`config.mk`:
```
export PLATFORM = sky130hd
export DESIGN_NAME = div16_112
export DESIGN_NICKNAME = d
export VERILOG_FILES = /design/src/rtl/div16_112_pkg.sv /design/src/rtl/div16_112_addsub17.sv /design/src/rtl/div16_112.sv
export SDC_FILE = /design/constraint.sdc
export NUM_CORES = 1
export LEC_CHECK = 0
export ABC_CLOCK_PERIOD_IN_PS = 3700
export CELL_PAD_IN_SITES_DETAIL_PLACEMENT = 2
export CELL_PAD_IN_SITES_GLOBAL_PLACEMENT = 2
export CORE_AREA = 2 2 134 136
export DETAILED_ROUTE_END_ITERATION = 8
export DIE_AREA = 0 0 136 138
export PLACE_DENSITY = 0.79
export SETUP_SLACK_MARGIN = 0.02
export SLEW_MARGIN = 15
export SYNTH_ARGS = -nofsm -noshare
export SYNTH_HDL_FRONTEND = slang
export SYNTH_SLANG_ARGS = --single-unit
```
`constraint.sdc`:
```
create_clock -name clk -period 3.7 [get_ports clk]
set_clock_uncertainty 0.1 [all_clocks]
set_input_delay 0.555 -clock clk [delete_from_list [all_inputs] [get_ports clk]]
set_output_delay 0.555 -clock clk [all_outputs]
set_load 0.1 [all_outputs]
```
`src/rtl/div16_112_pkg.sv`:
```
// Shared arithmetic definitions for the 16-bit
// non-restoring divider: widths, iteration count, states.
package div16_112_pkg;

   localparam int WIDTH = 16;
   localparam int ITER  = 16;
   localparam int PW    = WIDTH + 1;
   localparam int CW    = $clog2(ITER);

   typedef enum logic [1:0] {
      S_IDLE = 2'd0,
      S_CALC = 2'd1,
      S_FIX  = 2'd2,
      S_DONE = 2'd3
   } div_state_t;

   localparam logic [CW-1:0] LAST_ITER = CW'(ITER - 1);

endpackage

```
`src/rtl/div16_112_addsub17.sv`:
```
// 17-bit adder/subtractor shared by the iteration
// and the final remainder correction.
module addsub17_112
   import div16_112_pkg::*;
(
   input  logic [PW-1:0] a_i,
   input  logic [PW-1:0] b_i,
   input  logic          sub_i,
   output logic [PW-1:0] y_o
);

   logic [PW-1:0] b_x;

   // Two's-complement subtract via invert plus carry-in.
   always_comb begin
      b_x = b_i ^ {PW{sub_i}};
      y_o = a_i + b_x + {{(PW-1){1'b0}}, sub_i};
   end

endmodule

```
`src/rtl/div16_112.sv`:
```
// Sequential unsigned 16-bit divider, one quotient
// bit per cycle, with divide-by-zero short cut.
module div16_112
   import div16_112_pkg::*;
(
   input  logic             clk,
   input  logic             rst_n,
   input  logic             start,
   input  logic [WIDTH-1:0] dividend,
   input  logic [WIDTH-1:0] divisor,
   output logic [WIDTH-1:0] quotient,
   output logic [WIDTH-1:0] remainder,
   output logic             busy,
   output logic             done,
   output logic             div_by_zero
);

   div_state_t       state_q, state_d;
   logic [CW-1:0]    cnt_q, cnt_d;
   logic [PW-1:0]    p_q, p_d;
   logic [WIDTH-1:0] a_q, a_d;
   logic [WIDTH-1:0] b_q, b_d;
   logic [WIDTH-1:0] quo_q, quo_d;
   logic [WIDTH-1:0] rem_q, rem_d;
   logic             dbz_q, dbz_d;
   logic             done_q, done_d;

   logic [PW-1:0]    as_a;
   logic [PW-1:0]    as_b;
   logic             as_sub;
   logic [PW-1:0]    as_y;

   addsub17_112 u_addsub (
      .a_i   (as_a),
      .b_i   (as_b),
      .sub_i (as_sub),
      .y_o   (as_y)
   );

   // State and datapath registers, synchronous reset.
   always_ff @(posedge clk) begin
      if (!rst_n) begin
         state_q <= S_IDLE;
         cnt_q   <= '0;
         p_q     <= '0;
         a_q     <= '0;
         b_q     <= '0;
         quo_q   <= '0;
         rem_q   <= '0;
         dbz_q   <= 1'b0;
         done_q  <= 1'b0;
      end else begin
         state_q <= state_d;
         cnt_q   <= cnt_d;
         p_q     <= p_d;
         a_q     <= a_d;
         b_q     <= b_d;
         quo_q   <= quo_d;
         rem_q   <= rem_d;
         dbz_q   <= dbz_d;
         done_q  <= done_d;
      end
   end

   // Next state, iteration step and result loading.
   always_comb begin
      state_d = state_q;
      cnt_d   = cnt_q;
      p_d     = p_q;
      a_d     = a_q;
      b_d     = b_q;
      quo_d   = quo_q;
      rem_d   = rem_q;
      dbz_d   = dbz_q;
      done_d  = (state_q == S_DONE);
      // Iteration: shift {P,A} left, then add/sub by old sign.
      as_a    = {p_q[WIDTH-1:0], a_q[WIDTH-1]};
      as_b    = {1'b0, b_q};
      as_sub  = ~p_q[PW-1];

      unique case (state_q)
         S_IDLE: begin
            if (start) begin
               if (divisor == '0) begin
                  quo_d   = '1;
                  rem_d   = dividend;
                  dbz_d   = 1'b1;
                  state_d = S_DONE;
               end else begin
                  a_d     = dividend;
                  b_d     = divisor;
                  p_d     = '0;
                  cnt_d   = '0;
                  dbz_d   = 1'b0;
                  state_d = S_CALC;
               end
            end
         end
         S_CALC: begin
            p_d = as_y;
            a_d = {a_q[WIDTH-2:0], ~as_y[PW-1]};
            if (cnt_q == LAST_ITER) begin
               state_d = S_FIX;
            end else begin
               cnt_d = cnt_q + 1'b1;
            end
         end
         S_FIX: begin
            // Negative partial remainder gets the divisor added back.
            as_a    = p_q;
            as_sub  = 1'b0;
            quo_d   = a_q;
            rem_d   = p_q[PW-1] ? as_y[WIDTH-1:0]
                                : p_q[WIDTH-1:0];
            state_d = S_DONE;
         end
         S_DONE: begin
            state_d = S_IDLE;
         end
         default: begin
            state_d = S_IDLE;
         end
      endcase
   end

   assign quotient    = quo_q;
   assign remainder   = rem_q;
   assign div_by_zero = dbz_q;
   assign done        = done_q;
   assign busy        = (state_q != S_IDLE);

endmodule

```
==> results of run 1 <==
[layout by cell type, fill, tap and decap left out, types with 19 or more instances in the layout]
cell             instances
nand2_1                 48
a21oi_1                 53
dfxtp_1                 89
buf_4                   29
o21ai_0                 40
clkdlybuf4s50_1         68
nor2_1                  65
mux2i_1                 38
xor2_1                  20
ha_1                    19
a211oi_1                19
[layout make-up]
| cell class | count | area [sq um] | share of cell area (%) |
|---|---|---|---|
| clock inverter | 5 | 86.3 | 1.33 |
| timing repair buffer | 98 | 918 | 14.1 |
| multi-input combinational | 455 | 3130 | 48.1 |
| sequential | 89 | 1780 | 27.4 |
| clock buffer | 11 | 243 | 3.73 |
| inverter | 15 | 56.3 | 0.866 |
| tap | 229 | 287 | 4.41 |
[sequential cells by signal, indices dropped and copies added, names as in the netlist]
register / flops
p_q: 17
a_q: 16
b_q: 16
quotient: 16
remainder: 16
cnt_q: 4
state_q: 2
div_by_zero: 1
done: 1
[kinds of logic (layout without fill, tap and decap cells)]
family / after synthesis / after routing / share of synthesized area (%)
compound gates: 174 / 174 / 22.9
fa+ha+maj: 21 / 21 / 5.29
xor+xnor: 30 / 30 / 5.41
flops: 89 / 89 / 34.9
buf+inv: 58 / 129 / 4.60
mux: 53 / 53 / 11.0
simple gates: 177 / 177 / 16.0
[stage by stage]
step           utilization, %  std cells  hold slack (ps)
2_1_floorplan               -        602              341
3_3_place_gp             35.1        884              340
3_5_place_dp             35.1        884              347
4_1_cts                  36.9        900              356
5_1_grt                  37.1        902              380
6_report                 37.1        902              352
[what timing repair did]
| item | in CTS | in global routing |
|---|---|---|
| setup buffers | 0 | 2 |
| resized for setup | 0 | 2 |
| endpoints found under the setup margin | 0 | 8 |
[worst max-delay path, cell delays in order, from the launching register on]
cell and delay (ps):
dfxtp_1 390, inv_1 110, ha_4 250, nor2_2 170, buf_12 180, xor2_1 160, ha_1 310, nor2b_4 170
o2111ai_2 180, nand3_2 150, a31o_4 310, a221oi_4 320, xnor3_1 380, a221oi_2 210
[worst paths after layout]
| path | cells after the start | end | startpoint | slack (ps) |
|---|---|---|---|---|
| max | 13 | a_q[0]$_SDFFE_PN0P_ | state_q[0]$_SDFFE_PN0P_ | 200 |
| min | 2 | quotient[11]$_SDFFE_PN0P_ | quotient[11]$_SDFFE_PN0P_ | 350 |
| max reg2reg | 13 | a_q[0]$_SDFFE_PN0P_ | state_q[0]$_SDFFE_PN0P_ | 200 |
| min reg2reg | 2 | quotient[11]$_SDFFE_PN0P_ | quotient[11]$_SDFFE_PN0P_ | 350 |
[routing by layer]
layer	global-route usage, %	routed length, um	share of wire [%]	up-vias
li1	-	-	-	2311
met1	25.3	8380	46	2371
met2	33.8	8940	49	93
met3	2.13	577	3.2	14
met4	5.70	257	1.4	0
met5	0	0	0	-
==> impl_metrics.json, run 1 <==
{
  "status": "finished, final reports clean",
  "htreeDepth": 3,
  "crit_type": "register to register",
  "cts_inserted_buffers": 9,
  "drt-pass1-iter-count": 4,
  "tightest_slew_ps": 998,
  "yosys.area.top_type": "dfxtp_1",
  "nets": 724,
  "post_drt_wl_per_cell_um": 20.1,
  "coreArea_sq_um": 17500,
  "hpwl_um": 13400,
  "portBuffers": 69,
  "yosysMostFrequentCell": "dfxtp_1",
  "hold_viol": 0,
  "rsz0062_at_grt": "no",
  "slew_headroom_pct": 33.2,
  "grt_max_degree": 46,
  "finalSetupViolations": 0,
  "async_reset_ff_share_pct": 0,
  "wl_um": 18200,
  "clk_latency_ps": 360,
  "startpoint_type": "register",
  "grt-ovfl-total": 0,
  "fin_crit_sh_pct": 94.7,
  "fill_cells": 1969,
  "initial_utilization_pct": 29.2,
  "drtAntennaViolNets": 0,
  "final_layout_size_suffix_gt1_share_pct": 11.7,
  "grt_pass1_vias": 5187,
  "clockBufferDepth": 2,
  "clock-sinks": 89,
  "ys_top_cells_by_count": "dfxtp_1, nor2_1, a21oi_1",
  "synthDistinctLibCells": 66,
  "die_height_um": 138,
  "final_area_sq_um": 6500,
  "root_buffer": "clkbuf_16",
  "netlist_area_sq_um": 5110,
  "fin_crit_ps": 3500,
  "netlist_instances": 602,
  "ys_ff_latch": 89,
  "grt_usage_pct": 19.5,
  "endpoint_kind": "register",
  "hp-class": "register to register",
  "die_area_sq_um": 18800,
  "yosysWarnings": 0,
  "synth-edff-count": 0,
  "yosysTopAreaCellShare_pct": 34.9,
  "fin_ws_ps": 198,
  "synth_top_flop_cell": "dfxtp_1",
  "crit_fanout": 16,
  "vias_per_cell": 5.31,
  "synth.area.top_cells": "dfxtp_1, mux2i_1, a21oi_1",
  "place_congestion": 0.923,
  "dp_worst_setup_slack_ps": 81.7,
  "areaGrowthSynthToFinish_pct": 27.1,
  "grt_pass1_wl_um": 28600,
  "rows": 49,
  "antenna_found_initial": 0,
  "dieWidth_um": 136,
  "ys_seq_area_share_pct": 34.9,
  "critPathArrivalTime_ps": 3680,
  "synth_fp_nets": 658,
  "io-pin-count": 70,
  "hold_buffers": 0,
  "drv_slew": 0,
  "placed_area_sq_um": 6150,
  "vias": 4789,
  "synth_area_per_cell_sq_um": 8.49,
  "drtIter0Drc": 276,
  "antenna_cells": 0,
  "max_cap_violations": 0,
  "required_ps": 3870,
  "cts_tree": "done",
  "tns_ps": 0,
  "max_freq_mhz": 286,
  "clkTransAtPathRegs_ps": 70,
  "drc": 0
}
Power of run 1 is left out: the tool's default activity adds up to more than one toggle a clock period on the data nets, which glitch-free logic cannot reach.
==> run 2: changes to the inputs <==
Settings changed: HOLD_SLACK_MARGIN set to 0.06, TNS_END_PERCENT set to 20.
==> impl_metrics.json, run 2 (same netlist as run 1, synthesis figures left out) <==
{
  "max_freq_mhz": 289,
  "fin_crit_ps": 3470,
  "rsz0062_at_grt": "yes",
  "drtIter0Drc": 248,
  "initial_utilization_pct": 29.2,
  "antenna_cells": 0,
  "cts_inserted_buffers": 9,
  "largest_reg_flops": 17,
  "critPathArrivalTime_ps": 3610,
  "dp.cells": 884,
  "htreeDepth": 3,
  "portBuffers": 69,
  "grt_pass1_wl_um": 28600,
  "place_congestion": 0.923,
  "layout_common_cells": "dfxtp_1, clkdlybuf4s50_1, nor2_1",
  "finalSetupViolations": 0,
  "crit_fanout": 16,
  "io-pin-count": 70,
  "max_cap_violations": 0,
  "dp_worst_setup_slack_ps": 81.7,
  "hold_buffers": 0,
  "fin_crit_sh_pct": 93.7,
  "areaGrowthSynthToFinish_pct": 26.8,
  "drc": 0,
  "vias_per_cell": 5.33,
  "clockBufferDepth": 2,
  "antenna_found_initial": 0,
  "grt_usage_pct": 19.5,
  "nets": 722,
  "vias": 4793,
  "grt-ovfl-total": 0,
  "drtAntennaViolNets": 0,
  "mostFrequentLayoutCell": "dfxtp_1",
  "drt-pass1-iter-count": 4,
  "cts_tree": "done",
  "whs_ps": 352,
  "die_height_um": 138,
  "clock-sinks": 89,
  "die_area_sq_um": 18800,
  "clkTransAtPathRegs_ps": 70,
  "crit_type": "register to register",
  "required_ps": 3840,
  "grt_pass1_vias": 5187,
  "endpoint_kind": "register",
  "final_layout_size_suffix_gt1_share_pct": 11.5,
  "fill_cells": 1971,
  "hp-class": "register to register",
  "tns_ps": 0,
  "rows": 49,
  "drv_slew": 0,
  "coreArea_sq_um": 17500,
  "largest-register": "p_q",
  "slew_headroom_pct": 33.2,
  "dieWidth_um": 136,
  "hold_viol": 0,
  "fin_ws_ps": 234,
  "grt_max_degree": 46,
  "root_buffer": "clkbuf_16",
  "fin_cells": 900,
  "cts-resized-gates": 0,
  "post_drt_wl_per_cell_um": 20.1,
  "clk_latency_ps": 360,
  "hpwl_um": 13400,
  "status": "finished, final reports clean",
  "wl_um": 18100,
  "tightest_slew_ps": 998,
  "startpoint_type": "register",
  "cts_setup_buffers": 0
}
[run 2: cell types whose count changed in the layout (fill, tap and decap cells not counted)]
| cell | delta |
|---|---|
| buf_4 | -2 |
[run 2: critical path, stage by stage, from the launching register on]
cell and delay [ps]:
dfxtp_1 340, inv_1 140, ha_4 310, buf_4 230, mux2_2 360, ha_1 390
nand4_1 160, a211oi_2 70, or3_4 420, o21ba_4 230, a31oi_4 180, xnor2_1 100
o31a_1 300
[run 2: worst paths after layout]
| path | startpoint | endpoint | slack (ps) | cells after the start |
|---|---|---|---|---|
| hold reg to reg | quotient[11]$_SDFFE_PN0P_ | quotient[11]$_SDFFE_PN0P_ | 350 | 2 |
| hold / removal | quotient[11]$_SDFFE_PN0P_ | quotient[11]$_SDFFE_PN0P_ | 350 | 2 |
| setup / recovery | state_q[0]$_SDFFE_PN0P_ | remainder[13]$_SDFFE_PN0P_ | 230 | 12 |
| setup reg to reg | state_q[0]$_SDFFE_PN0P_ | remainder[13]$_SDFFE_PN0P_ | 230 | 12 |
[run 2: layout make-up]
| class | instances | area (sq um) | share of cell area (%) |
|---|---|---|---|
| clock inverter | 5 | 86.3 | 1.33 |
| clock buffer | 11 | 243 | 3.74 |
| multi-input combinational | 455 | 3130 | 48.2 |
| inverter | 15 | 56.3 | 0.868 |
| tap | 229 | 287 | 4.42 |
| timing repair buffer | 96 | 903 | 13.9 |
| sequential | 89 | 1780 | 27.5 |
[run 2: routing by layer]
| metal | GRT usage (%) | vias to the layer above | part of all wire [%] |
|---|---|---|---|
| met5 | 0 | - | 0 |
| met1 | 25.3 | 2368 | 45 |
| li1 | - | 2302 | - |
| met3 | 2.13 | 17 | 4.2 |
| met2 | 33.8 | 106 | 49 |
| met4 | 5.70 | 0 | 1.5 |
[run 2: metrics by stage]
step | utilization [%] | cell area (sq um)
4_1_cts | 36.9 | 6470
5_1_grt | 37.0 | 6480
6_report | 37.0 | 6480
3_3_place_gp | 35.1 | 6150
2_1_floorplan | - | 5120
3_5_place_dp | 35.1 | 6150
Power of run 2 is left out for the same reason.
==> RTL edit 1 (settings of run 1) <==
Register the output `quotient` once more, with the module's reset; this adds one clock of latency there. The other outputs are not delayed to match.
--- a/src/rtl/div16_112.sv
+++ b/src/rtl/div16_112.sv
@@ -123,7 +123,13 @@
       endcase
    end
 
-   assign quotient    = quo_q;
+   always_ff @(posedge clk) begin
+      if (!rst_n) begin
+         quotient <= '0;
+      end else begin
+         quotient <= quo_q;
+      end
+   end
    assign remainder   = rem_q;
    assign div_by_zero = dbz_q;
    assign done        = done_q;
Function: changed (Yosys sat finds a counterexample within 4 cycles, from zero or initial values and one cycle with rst_n low).
==> RTL edit 1 against run 1 <==
Sequential cell count grew 16. Cell area up 5.8%. Area after synthesis up 8.4%. Synthesized cell count grew 5.6%. Wire length up 2.1%. Largest cell class unchanged. Worst setup slack improved by 45 ps. Highest routed layer unchanged.
==> RTL edit 1: results (changes against run 1) <==
[status]
status = completed  ; unchanged

[logic_synthesis]
synth-seq-area-share_pct = 37.9  ; was 34.9%
synthesis.nets = 692  ; was 658
synth_commonest_cells = dfxtp_1 (105), nor2_1 (66), a21oi_1 (54), nand2_1 (48), o21ai_0 (40)  ; was dfxtp_1 (89), nor2_1 (66), a21oi_1 (54), nand2_1 (48), o21ai_0 (40)
ys_async_sr_fraction_pct = 0  ; unchanged
synth_fa_ha_area_share_pct = 4.88  ; was 5.29%
synth-xor-area-share_pct = 4.99  ; was 5.41%
yosys-top-cells-area = dfxtp_1 (38%), mux2i_1 (6.9%), a21oi_1 (4.9%)  ; was dfxtp_1 (35%), mux2i_1 (7.4%), a21oi_1 (5.3%)
synth_compound_area_share_pct = 21.2  ; was 22.9%
synth.area.mux_share_pct = 10.1  ; was 11.0%

[finish]
drive_gt1_share_pct = 11.1  ; was 11.7%
fillers = 1916  ; was 1,969
nNetsFinal = 752  ; was 724

[grt]
antenna_found_initial = 0  ; unchanged
grt_pass1_wl_mm = 29.8  ; was 28.6 mm
track_usage_pct = 20.3  ; was 19.5%
grt_pass1_vias = 5368  ; was 5,187

[clocking]
numCtsBuffers = 9  ; unchanged
htree_levels = 3  ; unchanged

[timing]
worst_pin_slew_ps = 1010  ; was 998 ps

[critical_path]
slowest_delay_ps = 410  ; was 390 ps
critPathSlowestCell = a21boi_0  ; was dfxtp_1
crit_arrival_ps = 3610  ; was 3680 ps
cp_max_fo = 8  ; was 16
path_delay_family = compound AO/OA/AOI/OAI gates  ; unchanged

[placed_design]
dpl-instance-area_sq_um = 6540  ; was 6150 sq um
gp_congestion = 0.891  ; was 0.923
hpwl_mm = 13.7  ; was 13.4 mm

[power_and_ir_drop]
vdd.ir_drop.worst_uv = 431
leakagePower_nw = 2.58

[drt]
first_iter_violations = 218  ; was 276
wirelength_mm = 18.5  ; was 18.2 mm
viasPerCell = 5.32  ; was 5.31

## RTL edit 1: changes by cell type after synthesis, sizes merged
cell	delta
and2	+16
dfxtp	+16
clkbuf	+3
buf	-1
## RTL edit 1: metrics by stage
step	std cells	hold slack [ps]	TNS (ps)	utilization (%)	setup slack, ps
CTS	927	353	0	39.0	45.5
global placement	911	337	0	37.3	242
global route	930	359	0	39.2	24.7
floorplan	636	327	0	-	38.4
detailed placement	911	342	-40.6	37.3	-40.6
finish	930	349	0	39.2	242
## RTL edit 1: cell type report
type,count,share of cell area (%)
timing repair buffer,94,13.1
clock inverter,7,1.02
clock buffer,9,3.28
sequential,105,30.6
multi-input combinational,471,47.0
inverter,15,0.819
tap,229,4.17
## RTL edit 1: path summary, 6_finish.rpt
check	startpoint	endpoint	slack, ps	cells past startpoint
max	state_q[0]	remainder[11]	240	12
min	quo_q[14]	quo_q[14]	350	2
max reg2reg	state_q[0]	remainder[11]	240	12
min reg2reg	quo_q[14]	quo_q[14]	350	2
## RTL edit 1: worst reg2reg max path, delay by kind of cell (launching register included)
kind | cells | cell delay, ps
fa+ha+maj | 2 | 630
mux | 2 | 570
simple gates | 1 | 400
flops | 1 | 350
buf+inv | 2 | 280
compound gates | 4 | 830
xor+xnor | 1 | 180
## RTL edit 1: layer usage
layer | track usage [%] | up-vias | wire length (um)
met5 | 0 | - | 0
met4 | 6.96 | 0 | 493
met3 | 3.34 | 29 | 631
met2 | 33.5 | 97 | 8750
met1 | 26.8 | 2429 | 8660
li1 | - | 2394 | -
## RTL edit 1: cell families (layout without fill, tap and decap cells)
group / after synthesis / after routing
and+or+nand+nor: 193 / 193
AOI/OAI and AO/OA: 174 / 174
DFF: 105 / 105
buffers and inverters: 60 / 125
muxes: 53 / 53
xor gates and xnor gates: 30 / 30
adders and majority gates: 21 / 21
## RTL edit 1: where the power goes
part | total (W) | internal [W] | leakage [nW] | switching [W]
combinational | 0.00519 | 0.00194 | 1.58 | 0.00324
clock | 0.000972 | 0.000477 | 0.147 | 0.000495
sequential | 0.00163 | 0.00141 | 0.855 | 0.000227
total | 0.00779 | 0.00383 | 2.58 | 0.00396
## RTL edit 1: repair_timing
item,4_1_cts,5_1_grt
endpoints found under the setup margin,1,1
pin swaps,0,2
resized for setup,1,2
buffers inserted,0,3
gates cloned,0,0
==> RTL edit 2 (flow settings as in run 1) <==
Without the edit above. Set the package constant `WIDTH` to 18 (it was 16).
--- a/src/rtl/div16_112_pkg.sv
+++ b/src/rtl/div16_112_pkg.sv
@@ -2,7 +2,7 @@
 // non-restoring divider: widths, iteration count, states.
 package div16_112_pkg;
 
-   localparam int WIDTH = 16;
+   localparam int WIDTH = 18;
    localparam int ITER  = 16;
    localparam int PW    = WIDTH + 1;
    localparam int CW    = $clog2(ITER);
Ports: changed (resized dividend, divisor, quotient and remainder); port bits go from 70 to 78. The function was not compared with the original's and may differ.
==> RTL edit 2 against run 1 <==
Wire length up 7.7%. Hold slack better by 22 ps. Cell area up 13%. Area after synthesis up 14%. Non-clock buffer count up 19. Highest routed layer unchanged. First-iteration DRC count down 5.8%. Critical endpoint unchanged. Critical path depth unchanged. Worst setup slack worse by 46 ps. Sequential cell count up 10. Core utilization up 4.7 points.
Power is left out: the tool's default activity adds up to more than one toggle a clock period on the data nets, which glitch-free logic cannot reach.
==> RTL edit 2: results (changes against run 1) <==
[placed_design]
place_inst = 951  ; was 884
portBuffers = 77  ; was 69
gp_congestion = 0.921  ; was 0.923
hpwl_mm = 14.6  ; was 13.4 mm
dpl-instance-area_sq_um = 6940  ; was 6150 sq um

[drt]
drt-met1-wl_mm = 8.85  ; was 8.38 mm
wirelength_mm = 19.5  ; was 18.2 mm
vias = 5296  ; was 4,789
first_iter_violations = 260  ; was 276
dr_wl_met2_mm = 9.96  ; was 8.94 mm
wl_met3_um = 517  ; was 577 um

[status]
status = completed  ; unchanged

[finish]
nNetsFinal = 799  ; was 724
largest_register_ffs = 19  ; was 17
drive_gt1_share_pct = 14.3  ; was 11.7%
final_cells = 971  ; was 902

[logic_synthesis]
synth_commonest_cells = dfxtp_1 (99), nand2_1 (91), o211a_1 (38), a21oi_1 (33), nor2_1 (26)  ; was dfxtp_1 (89), nor2_1 (66), a21oi_1 (54), nand2_1 (48), o21ai_0 (40)
yosysUniqueCellTypes = 69  ; was 66
syn-instance-count = 654  ; was 602
yosys-top-cells-area = dfxtp_1 (34%), o211a_1 (6.5%), nand2_1 (5.9%)  ; was dfxtp_1 (35%), mux2i_1 (7.4%), a21oi_1 (5.3%)

[grt]
track_usage_pct = 21.0  ; was 19.5%
grt_pass1_wl_mm = 31.3  ; was 28.6 mm
grt_max_degree = 51  ; was 46

[critical_path]
cp_max_fo = 11  ; was 16
crit_arrival_ps = 3690  ; was 3680 ps

==> RTL edit 2: final timing paths <==
check,to,slack [ps],depth (start not counted)
worst max register to register,a_q[0],150,13
worst max-delay path,a_q[0],150,13
worst min register to register,remainder[14],370,2
worst min-delay path,remainder[14],370,2
==> RTL edit 2: worst max-delay path, cell delays in order (launching register included) <==
cell and delay (ps):
dfxtp_2 350, inv_1 120, ha_4 250, buf_4 210, mux2_2 380, fa_1 480, a21oi_1 270, o211ai_1 170
a31oi_2 310, o221ai_2 180, xnor2_1 160, buf_4 160, xnor2_1 180, a21oi_1 100
==> RTL edit 2: layout make-up <==
class	count	area, sq um
fill	1935	10200
timing repair buffer	117	1080
multi-input combinational	500	3650
clock buffer	10	239
tap	229	287
sequential	99	1980
inverter	10	37.5
clock inverter	6	56.3
==> RTL edit 2: per-layer routing <==
layer / GRT usage (%) / vias to the layer above
met5: 0 / -
met3: 2.49 / 15
met4: 5.37 / 0
li1: - / 2551
met2: 37.8 / 89
met1: 26.4 / 2641
==> RTL edit 2: stage by stage <==
stage | utilization, % | worst slack (ps)
finish | 41.8 | 151
global placement | 39.6 | 16.4
global route | 41.8 | 8.67
floorplan | - | 32.9
detailed placement | 39.6 | -188
CTS | 41.4 | 46.5
==> RTL edit 2: timing repair <==
action / 4_1_cts / 5_1_grt
gates resized for setup: 3 / 11
setup endpoints to repair: 12 / 9
buffers inserted: 1 / 3
pin swaps: 0 / 1
==> RTL edit 2: cell families after synthesis <==
| family | Yosys count | share of synthesized area (%) |
|---|---|---|
| adders and majority gates | 23 | 5.07 |
| xor gates and xnor gates | 33 | 4.96 |
| AOI/OAI and AO/OA | 199 | 26.0 |
| buffers and inverters | 55 | 4.55 |
| DFF | 99 | 34.0 |
| and+or+nand+nor | 202 | 17.6 |
| muxes | 43 | 7.80 |
